**src/rtl/mips_multicycle_core.sv**
```systemverilog
// Multi-cycle MIPS-subset core: one shared ALU and one unified memory port.
// Each instruction is sequenced by a Moore FSM and takes 3-5 clocks.
module mips_multicycle_core #(
  parameter logic [31:0] RESET_PC = 32'h0000_0000
) (
  input  logic        clk,
  input  logic        rst,
  input  logic [31:0] mem_in,
  output logic [31:0] address,
  output logic [31:0] mem_out,
  output logic        mem_read,
  output logic        mem_write
);

  typedef enum logic [3:0] {
    FETCH, DECODE, R_EX, R_WB, I_EX, I_WB, MEM_ADDR,
    LW_RD, LW_WB, SW_WR, BEQ, JUMP
  } state_e;

  typedef enum logic [2:0] {ALU_ADD, ALU_SUB, ALU_AND, ALU_OR, ALU_SLT} alu_op_e;

  state_e      state_q;
  logic [31:0] pc_q, ir_q, mdr_q, a_q, b_q, aluout_q;
  logic [31:0] rf_q [32];

  logic [5:0]  op, funct;
  logic [4:0]  rs, rt, rd;
  logic [31:0] sext, zext;
  logic        r_known, is_jr;

  assign op    = ir_q[31:26];
  assign rs    = ir_q[25:21];
  assign rt    = ir_q[20:16];
  assign rd    = ir_q[15:11];
  assign funct = ir_q[5:0];
  assign sext  = {{16{ir_q[15]}}, ir_q[15:0]};
  assign zext  = {16'h0, ir_q[15:0]};
  assign is_jr = (funct == 6'h08);
  assign r_known = (funct == 6'h20) || (funct == 6'h22) || (funct == 6'h24) ||
                   (funct == 6'h25) || (funct == 6'h2A) || is_jr;

  // Shared ALU: operand and operation selection depend only on the state.
  logic [31:0] alu_a, alu_b, alu_y;
  alu_op_e     alu_op;

  always_comb begin
    alu_a  = pc_q;
    alu_b  = 32'd4;
    alu_op = ALU_ADD;
    unique case (state_q)
      DECODE: alu_b = {sext[29:0], 2'b00};
      R_EX: begin
        alu_a = a_q;
        alu_b = b_q;
        unique case (funct)
          6'h22:   alu_op = ALU_SUB;
          6'h24:   alu_op = ALU_AND;
          6'h25:   alu_op = ALU_OR;
          6'h2A:   alu_op = ALU_SLT;
          default: alu_op = ALU_ADD;
        endcase
      end
      I_EX: begin
        alu_a = a_q;
        alu_b = (op == 6'h0C || op == 6'h0D) ? zext : sext;
        unique case (op)
          6'h0A:   alu_op = ALU_SLT;
          6'h0C:   alu_op = ALU_AND;
          6'h0D:   alu_op = ALU_OR;
          default: alu_op = ALU_ADD;
        endcase
      end
      MEM_ADDR: begin
        alu_a = a_q;
        alu_b = sext;
      end
      default: ;
    endcase
  end

  always_comb begin
    unique case (alu_op)
      ALU_SUB: alu_y = alu_a - alu_b;
      ALU_AND: alu_y = alu_a & alu_b;
      ALU_OR:  alu_y = alu_a | alu_b;
      ALU_SLT: alu_y = {31'h0, $signed(alu_a) < $signed(alu_b)};
      default: alu_y = alu_a + alu_b;
    endcase
  end

  // Memory port is decoded from the state alone, so async reset drops strobes at once.
  assign address   = (state_q == LW_RD || state_q == SW_WR) ? aluout_q : pc_q;
  assign mem_read  = (state_q == FETCH) || (state_q == LW_RD);
  assign mem_write = (state_q == SW_WR);
  assign mem_out   = b_q;

  always_ff @(posedge clk or negedge rst) begin
    if (!rst) begin
      state_q  <= FETCH;
      pc_q     <= RESET_PC;
      ir_q     <= '0;
      mdr_q    <= '0;
      a_q      <= '0;
      b_q      <= '0;
      aluout_q <= '0;
      for (int i = 0; i < 32; i++) rf_q[i] <= '0;
    end else begin
      unique case (state_q)
        FETCH: begin
          ir_q    <= mem_in;
          pc_q    <= alu_y;
          state_q <= DECODE;
        end
        DECODE: begin
          a_q      <= rf_q[rs];
          b_q      <= rf_q[rt];
          aluout_q <= alu_y;
          unique case (op)
            6'h00:                      state_q <= r_known ? R_EX : FETCH;
            6'h08, 6'h0A, 6'h0C, 6'h0D: state_q <= I_EX;
            6'h23, 6'h2B:               state_q <= MEM_ADDR;
            6'h04:                      state_q <= BEQ;
            6'h02, 6'h03:               state_q <= JUMP;
            default:                    state_q <= FETCH;
          endcase
        end
        R_EX: begin
          if (is_jr) begin
            pc_q    <= a_q;
            state_q <= FETCH;
          end else begin
            aluout_q <= alu_y;
            state_q  <= R_WB;
          end
        end
        R_WB: begin
          if (rd != 5'd0) rf_q[rd] <= aluout_q;
          state_q <= FETCH;
        end
        I_EX: begin
          aluout_q <= alu_y;
          state_q  <= I_WB;
        end
        I_WB: begin
          if (rt != 5'd0) rf_q[rt] <= aluout_q;
          state_q <= FETCH;
        end
        MEM_ADDR: begin
          aluout_q <= alu_y;
          state_q  <= (op == 6'h23) ? LW_RD : SW_WR;
        end
        LW_RD: begin
          mdr_q   <= mem_in;
          state_q <= LW_WB;
        end
        LW_WB: begin
          if (rt != 5'd0) rf_q[rt] <= mdr_q;
          state_q <= FETCH;
        end
        SW_WR: state_q <= FETCH;
        BEQ: begin
          if (a_q == b_q) pc_q <= aluout_q;
          state_q <= FETCH;
        end
        JUMP: begin
          pc_q <= {pc_q[31:28], ir_q[25:0], 2'b00};
          if (op == 6'h03) rf_q[31] <= pc_q;
          state_q <= FETCH;
        end
        default: state_q <= FETCH;
      endcase
    end
  end

endmodule

```
**config.mk**
```make
export PLATFORM = sky130hd
export DESIGN_NAME = mips_multicycle_core
export DESIGN_NICKNAME = d
export VERILOG_FILES = /design/src/rtl/mips_multicycle_core.sv
export SDC_FILE = /design/constraint.sdc
export NUM_CORES = 2
export LEC_CHECK = 0
export CAP_MARGIN = 20
export CORE_MARGIN = 2
export CORE_UTILIZATION = 30
export CTS_BUF_LIST = sky130_fd_sc_hd__clkbuf_8
export CTS_CLUSTER_DIAMETER = 60
export DETAILED_ROUTE_END_ITERATION = 7
export PLACE_DENSITY = 0.52
export SLEW_MARGIN = 30
export SYNTH_ARGS = -nofsm -noshare
export SYNTH_HDL_FRONTEND = slang
export SYNTH_SLANG_ARGS = --single-unit
```
**constraint.sdc**
```tcl
create_clock -name clk -period 4.4 [get_ports clk]
set_clock_uncertainty 0.05 [all_clocks]
set_input_delay 0.88 -clock clk [delete_from_list [all_inputs] [get_ports clk]]
set_output_delay 0.88 -clock clk [all_outputs]
set_load 0.01 [all_outputs]
```
### Yosys cells after proc, flatten, opt, wreduce, memory -nomap -nowiden

Cells that the tools add are included.

| word-level totals | value |
|---|---|
| register bits | 1,220 |
| output and inout port bits | 66 |
| word-level logic and storage cells | 158 |

| operators by class | value |
|---|---|
| add/sub/neg operators | 2 |
| magnitude comparators | 6 |
| equal/unequal tests | 38 |
| muxes and demuxes | 37 |
| bitwise logic cells | 6 |
| reductions and logical operators | 29 |

Operator list:

| cell | count |
|---|---|
| bitwise mux 1024 bit | 3 |
| two-way mux 1024 bit | 3 |
| case mux 992 bit (3 select lines) | 1 |
| case mux 32 bit (4 select lines) | 4 |
| two-way mux 32 bit | 13 |
| binary-select mux 32 bit (select 5 bit) | 2 |
| demux 32 bit (select 5 bit) | 2 |
| case mux 32 bit (2 select lines) | 1 |
| equality test 6 bit, second input constant | 7 |
| adder 32 bit | 1 |
| bitwise AND 32 bit | 1 |
| equality test 32 bit | 1 |
| less-than comparator 32 bit | 1 |
| OR 32 bit | 1 |
| subtractor 32 bit | 1 |
| equality test 6 x 4 -> 1 bit, second input constant | 5 |
| case mux 4 bit (6 select lines) | 1 |
| case mux 4 bit (5 select lines) | 1 |
| >= comparator 6 bit, second input constant | 3 |
| NOT 5 -> 6 bit | 3 |
| equality test 4 x 3 -> 1 bit, second input constant | 4 |
| equality test 4 bit, second input constant | 4 |
| inequality test 2 bit, second input constant | 7 |
| equality test 6 x 2 -> 1 bit, second input constant | 2 |
| other kinds (28) | 46 |

### Depth between registers and ports, before layout

| logic depth | value |
|---|---|
| depth after elaboration | 9 |
| gate-level depth with buffers | 19 |
| depth with buffers taken out | 17 |

### Worst setup path after synthesis

Ideal clock, no wire load.

| timing path | value |
|---|---|
| path kind | register to register |
| from | reg state_q[2] |
| to | reg pc_q[28] |
| library setup time | 0.125 ns |
| arrival time | 4.529 ns |
| data required time | 4.225 ns |
| slack | -0.303 ns |
| cell stages (with the launch flop) | 17 |
| buffers on the path | 2 |
| path through | dfrtp_1 > clkbuf_1 > nand2b_1 > nor2_1 > nor2_1 > clkbuf_1 > mux2_2 > ha_1 > or2_2 > or3_1 > a211oi_1 > o31ai_1 > a2111oi_0 > a211oi_1 > mux2i_1 > o31ai_1 > mux2_2 |

| on the way | value |
|---|---|
| word-level cells in the longest chain between the ends | 6 |
| elaborated cells on any way between the ends | 26 |
| classes of those cells | 2 x add/sub; 12 x eq/ne; 5 x mux; 3 x bitwise; 4 x reduce/logical |

Ends and longest elaborated chain:

| item | RTL line | source |
|---|---|---|
| start: declaration | 22 | `state_e state_q;` |
| start signal: assignment | 119 | `6'h00: state_q <= r_known ? R_EX : FETCH;` |
| start signal: assignment | 150 | `state_q <= (op == 6'h23) ? LW_RD : SW_WR;` |
| equality test 4 x 2 -> 1 bit / equality test 4 x 3 -> 1 bit (equally long branches) | 50, 108 |  |
| OR reduction 3 bit (no source line) | - |  |
| two-way mux 32 bit | 50 | `unique case (state_q)` |
| adder 32 bit, or another cell as far along | 87 | `default: alu_y = alu_a + alu_b;` |
| case mux 32 bit (4 select lines) | 82 | `unique case (alu_op)` |
| case mux 32 bit (4 select lines) | 108 | `unique case (state_q)` |
| end signal: assignment | 111 | `pc_q <= alu_y;` |
| end signal: assignment | 129 | `pc_q <= a_q;` |
| end signal: assignment | 162 | `if (a_q == b_q) pc_q <= aluout_q;` |
| end: declaration | 23 | `logic [31:0] pc_q, ir_q, mdr_q, a_q, b_q, aluout_q;` |

Parallel ways exist; a longest one is shown, timed or not.
A chain may end at the register's enable or synchronous reset.

==> summary.md <==
## Run status
- **outcome** complete, but fails checks
- **violations in the final reports** design-rule violations

## Critical path
- **series of cell instances along the critical path** buf_4 > or3b_4 > a21oi_4 > mux2i_4 > nor4_4 > nand2_1 > a21oi_4 > buf_4 > a21oi_1 > o21ai_0
- **startpoint types** register
- **crit end category** register
- **slowest stage cell, crit path** a21oi_4
- **Worst Path Class, Setup** reg -> reg
- **highest net fanout along the worst path** 15
- **critical path data arrival time** 5240 ps
- **biggest cell delay along the critical path** 660 ps
- **Crit path required time** 5250 ps

## Pwr
- **leak pwr** 0.0377 µW
- **Worst VDD drop** 504 µV
- **power density cells** 858 mW/mm²
- **total power consumption of the routed design** 77700 µW

## Die
- **area enclosed by the die boundary** 0.257 mm²
- **height of the die** 507 µm
- **FP Rows** 184
- **Ports** 100
- **Core Footprint** 0.252 mm²
- **die width** 507 µm
- **Initial Utilization** 0.302

## Route
- **DR vias** 72100
- **First-pass DRT Iterations** 8
- **iteration-0 DRC count of the detailed router** 9740
- **mean routed wirelength per cell** 33.4 µm
- **via density per instance** 6.34
- **Antenna Violating Nets Remaining** 0
- **number of DRC violations after detailed routing** 8
- **final routed wirelength across all metal layers** 380 mm

## Logic synthesis
- **mapped cell area** 0.0760 mm²
- **#FFs+latches synth** 1220
- **number of synthesized flops with an enable pin** 0
- **proportion of synthesized flip-flops having asynchronous set or reset** 1.00
- **mean area per synthesized cell** 9.94 µm²
- **Post-Synthesis Cells** 7646
- **sequential fraction of the synthesis area** 0.402
- **Post-synth top flop** dfrtp_1
- **number of different library cells in the post-synthesis netlist** 91
- **Synth Net Count** 7778
- **yosys warns** 0

## Cells and area
- **Core Util, Final** 0.360
- **share of layout cells above drive strength 1** 0.264
- **final std cell area, no fill** 0.0906 mm²
- **area grow syn2layout** 19.2%
- **# nets final** 7986

## Global route
- **total overflow reported by the global router** 0
- **maximum number of pins on one net before global-route repair** 134
- **initial antenna violation count** 20
- **number of global-route vias before repair** 69300
- **global-route wire length before repair** 539 mm
- **overall routing resource usage** 0.288

## Timing
- **Worst-Margin Slew** 1100 ps
- **number of hold-slack violations in the final timing report** 0
- **Peak Freq** 228 MHz
- **number of max-slew violations in the final report** 0
- **setup repair after global routing missed its margin** true
- **tightest hold margin** 345 ps
- **total of endpoints with negative setup slack in the final report** 0
- **final critical-path share of the clock period** 0.997
- **time the worst path needs with I/O delays and setup** 4390 ps
- **remaining max-slew budget at the tightest pin** 0.259

## Clocking
- **total clock buffers created by CTS** 213
- **CTS tree** built
- **Clock Sink Count** 1220
- **clock-pin slew on the worst setup and hold paths** 60 ps
- **Max H-tree Level** 4
- **clk buf depth** 3
- **library cell used as clock root buffer** clkbuf_8
- **clock insertion delay at the later pin of the skew report** 1040 ps

## Place
- **count of port buffers added during placement** 99
- **Final GP Congestion** 0.982
- **post-detailed-placement cell area** 0.0849 mm²
- **placed wire-length estimate** 272 mm

## Flow run
- **maximum capacitance violations** 0

## Hold path
- **worst hold path type** reg -> reg

layer usage:
layer | global-route usage | vias to the layer above | part of all wire
met5 | 0.00167 | - | 0.00037
met4 | 0.133 | 16 | 0.055
met3 | 0.0774 | 942 | 0.11
met2 | 0.447 | 4939 | 0.45
met1 | 0.373 | 37000 | 0.38
li1 | - | 29200 | -
placed cells by master, fill, tap and decap left out, drive strengths merged, types with 96 or more instances in the layout:
cell type,synthesis,final
a21oi,786,786
a221o,140,140
a22o,117,117
a22oi,175,175
buf,127,771
clkbuf,750,272
dfrtp,1220,1220
ha,96,96
inv,126,208
mux2,178,178
mux4,580,580
nand2,961,961
nor2,586,586
o211ai,100,100
o21ai,718,718
o221ai,129,129
o22ai,193,193
worst paths after layout:
| kind | cells past startpoint | startpoint | to | slack [ps] |
|---|---|---|---|---|
| hold / removal | 0 | register | register | 340 |
| setup / recovery | 10 | state_q[0]$_DFF_PN0_ | register | 10 |
| min in group asynchronous | 2 | rst | asynchronous set/reset pin | 430 |
| max in group asynchronous | 3 | rst | asynchronous set/reset pin | 2620 |
| hold reg to reg | 0 | register | register | 340 |
| setup reg to reg | 10 | state_q[0]$_DFF_PN0_ | register | 10 |
critical path, delay by kind of cell (launching register included):
| kind | cells | cell delay (ps) |
|---|---|---|
| simple gates | 3 | 1560 |
| mux | 1 | 230 |
| buf+inv | 2 | 580 |
| flops | 1 | 490 |
| compound gates | 4 | 1350 |
metrics by stage:
| stage | setup TNS (ps) | setup slack, ps | std cells |
|---|---|---|---|
| after CTS | -30.0 | -21.9 | 11300 |
| after global placement | -4760 | -358 | 10900 |
| after global routing | -103 | -53.2 | 11400 |
| after floorplan | 0 | 27.1 | 7646 |
| after detailed placement | -4950 | -354 | 10900 |
| final | 0 | 11.6 | 11400 |
logic make-up after synthesis:
kind of cell / count (synthesis) / share of synthesized area
mux: 826 / 0.207
simple gates: 1812 / 0.0984
compound gates: 2650 / 0.222
xor+xnor: 36 / 0.00415
fa+ha+maj: 98 / 0.0163
buf+inv: 1004 / 0.0503
flops: 1220 / 0.402
power breakdown:
group / internal (µW) / switching, µW
clock network: 5880 / 5440
registers: 14800 / 4120
logic: 19300 / 28200
cell usage after synthesis (56+ instances only):
| library cell | number | share of area |
|---|---|---|
| dfrtp_1 | 1220 | 0.40 |
| nand2_1 | 960 | 0.047 |
| a21oi_1 | 782 | 0.051 |
| clkbuf_1 | 750 | 0.037 |
| o21ai_0 | 695 | 0.046 |
| nor2_1 | 582 | 0.029 |
| mux4_2 | 580 | 0.17 |
| o22ai_1 | 193 | 0.016 |
| mux2_2 | 178 | 0.026 |
| a22oi_1 | 175 | 0.017 |
| a221o_1 | 140 | 0.018 |
| o221ai_1 | 129 | 0.015 |
| inv_1 | 125 | 0.0062 |
| a22o_1 | 117 | 0.013 |
| o211ai_1 | 100 | 0.0099 |
| ha_1 | 96 | 0.016 |
| buf_1 | 85 | 0.0042 |
| mux2i_1 | 67 | 0.0088 |
| a222oi_1 | 56 | 0.0074 |
repair_timing:
item / CTS / global route
gates cloned: 0 / 1
hold buffers: 1 / 0
pin swaps: 17 / 43
endpoints found under the hold margin: 43 / 0
buffers inserted: 11 / 28
setup endpoints to repair: 74 / 48
gates resized for setup: 77 / 133
final cells by class:
class | count | area (µm²)
Multi-Input combinational cell | 5422 | 43100
Antenna cell | 5 | 12.5
Clock buffer | 271 | 3730
Tap cell | 3348 | 4190
Sequential cell | 1220 | 30600
Fill cell | 25000 | 161000
Timing Repair Buffer | 870 | 7810
Inverter | 127 | 477
Clock inverter | 113 | 713
(Power assumes the default switching activity.)
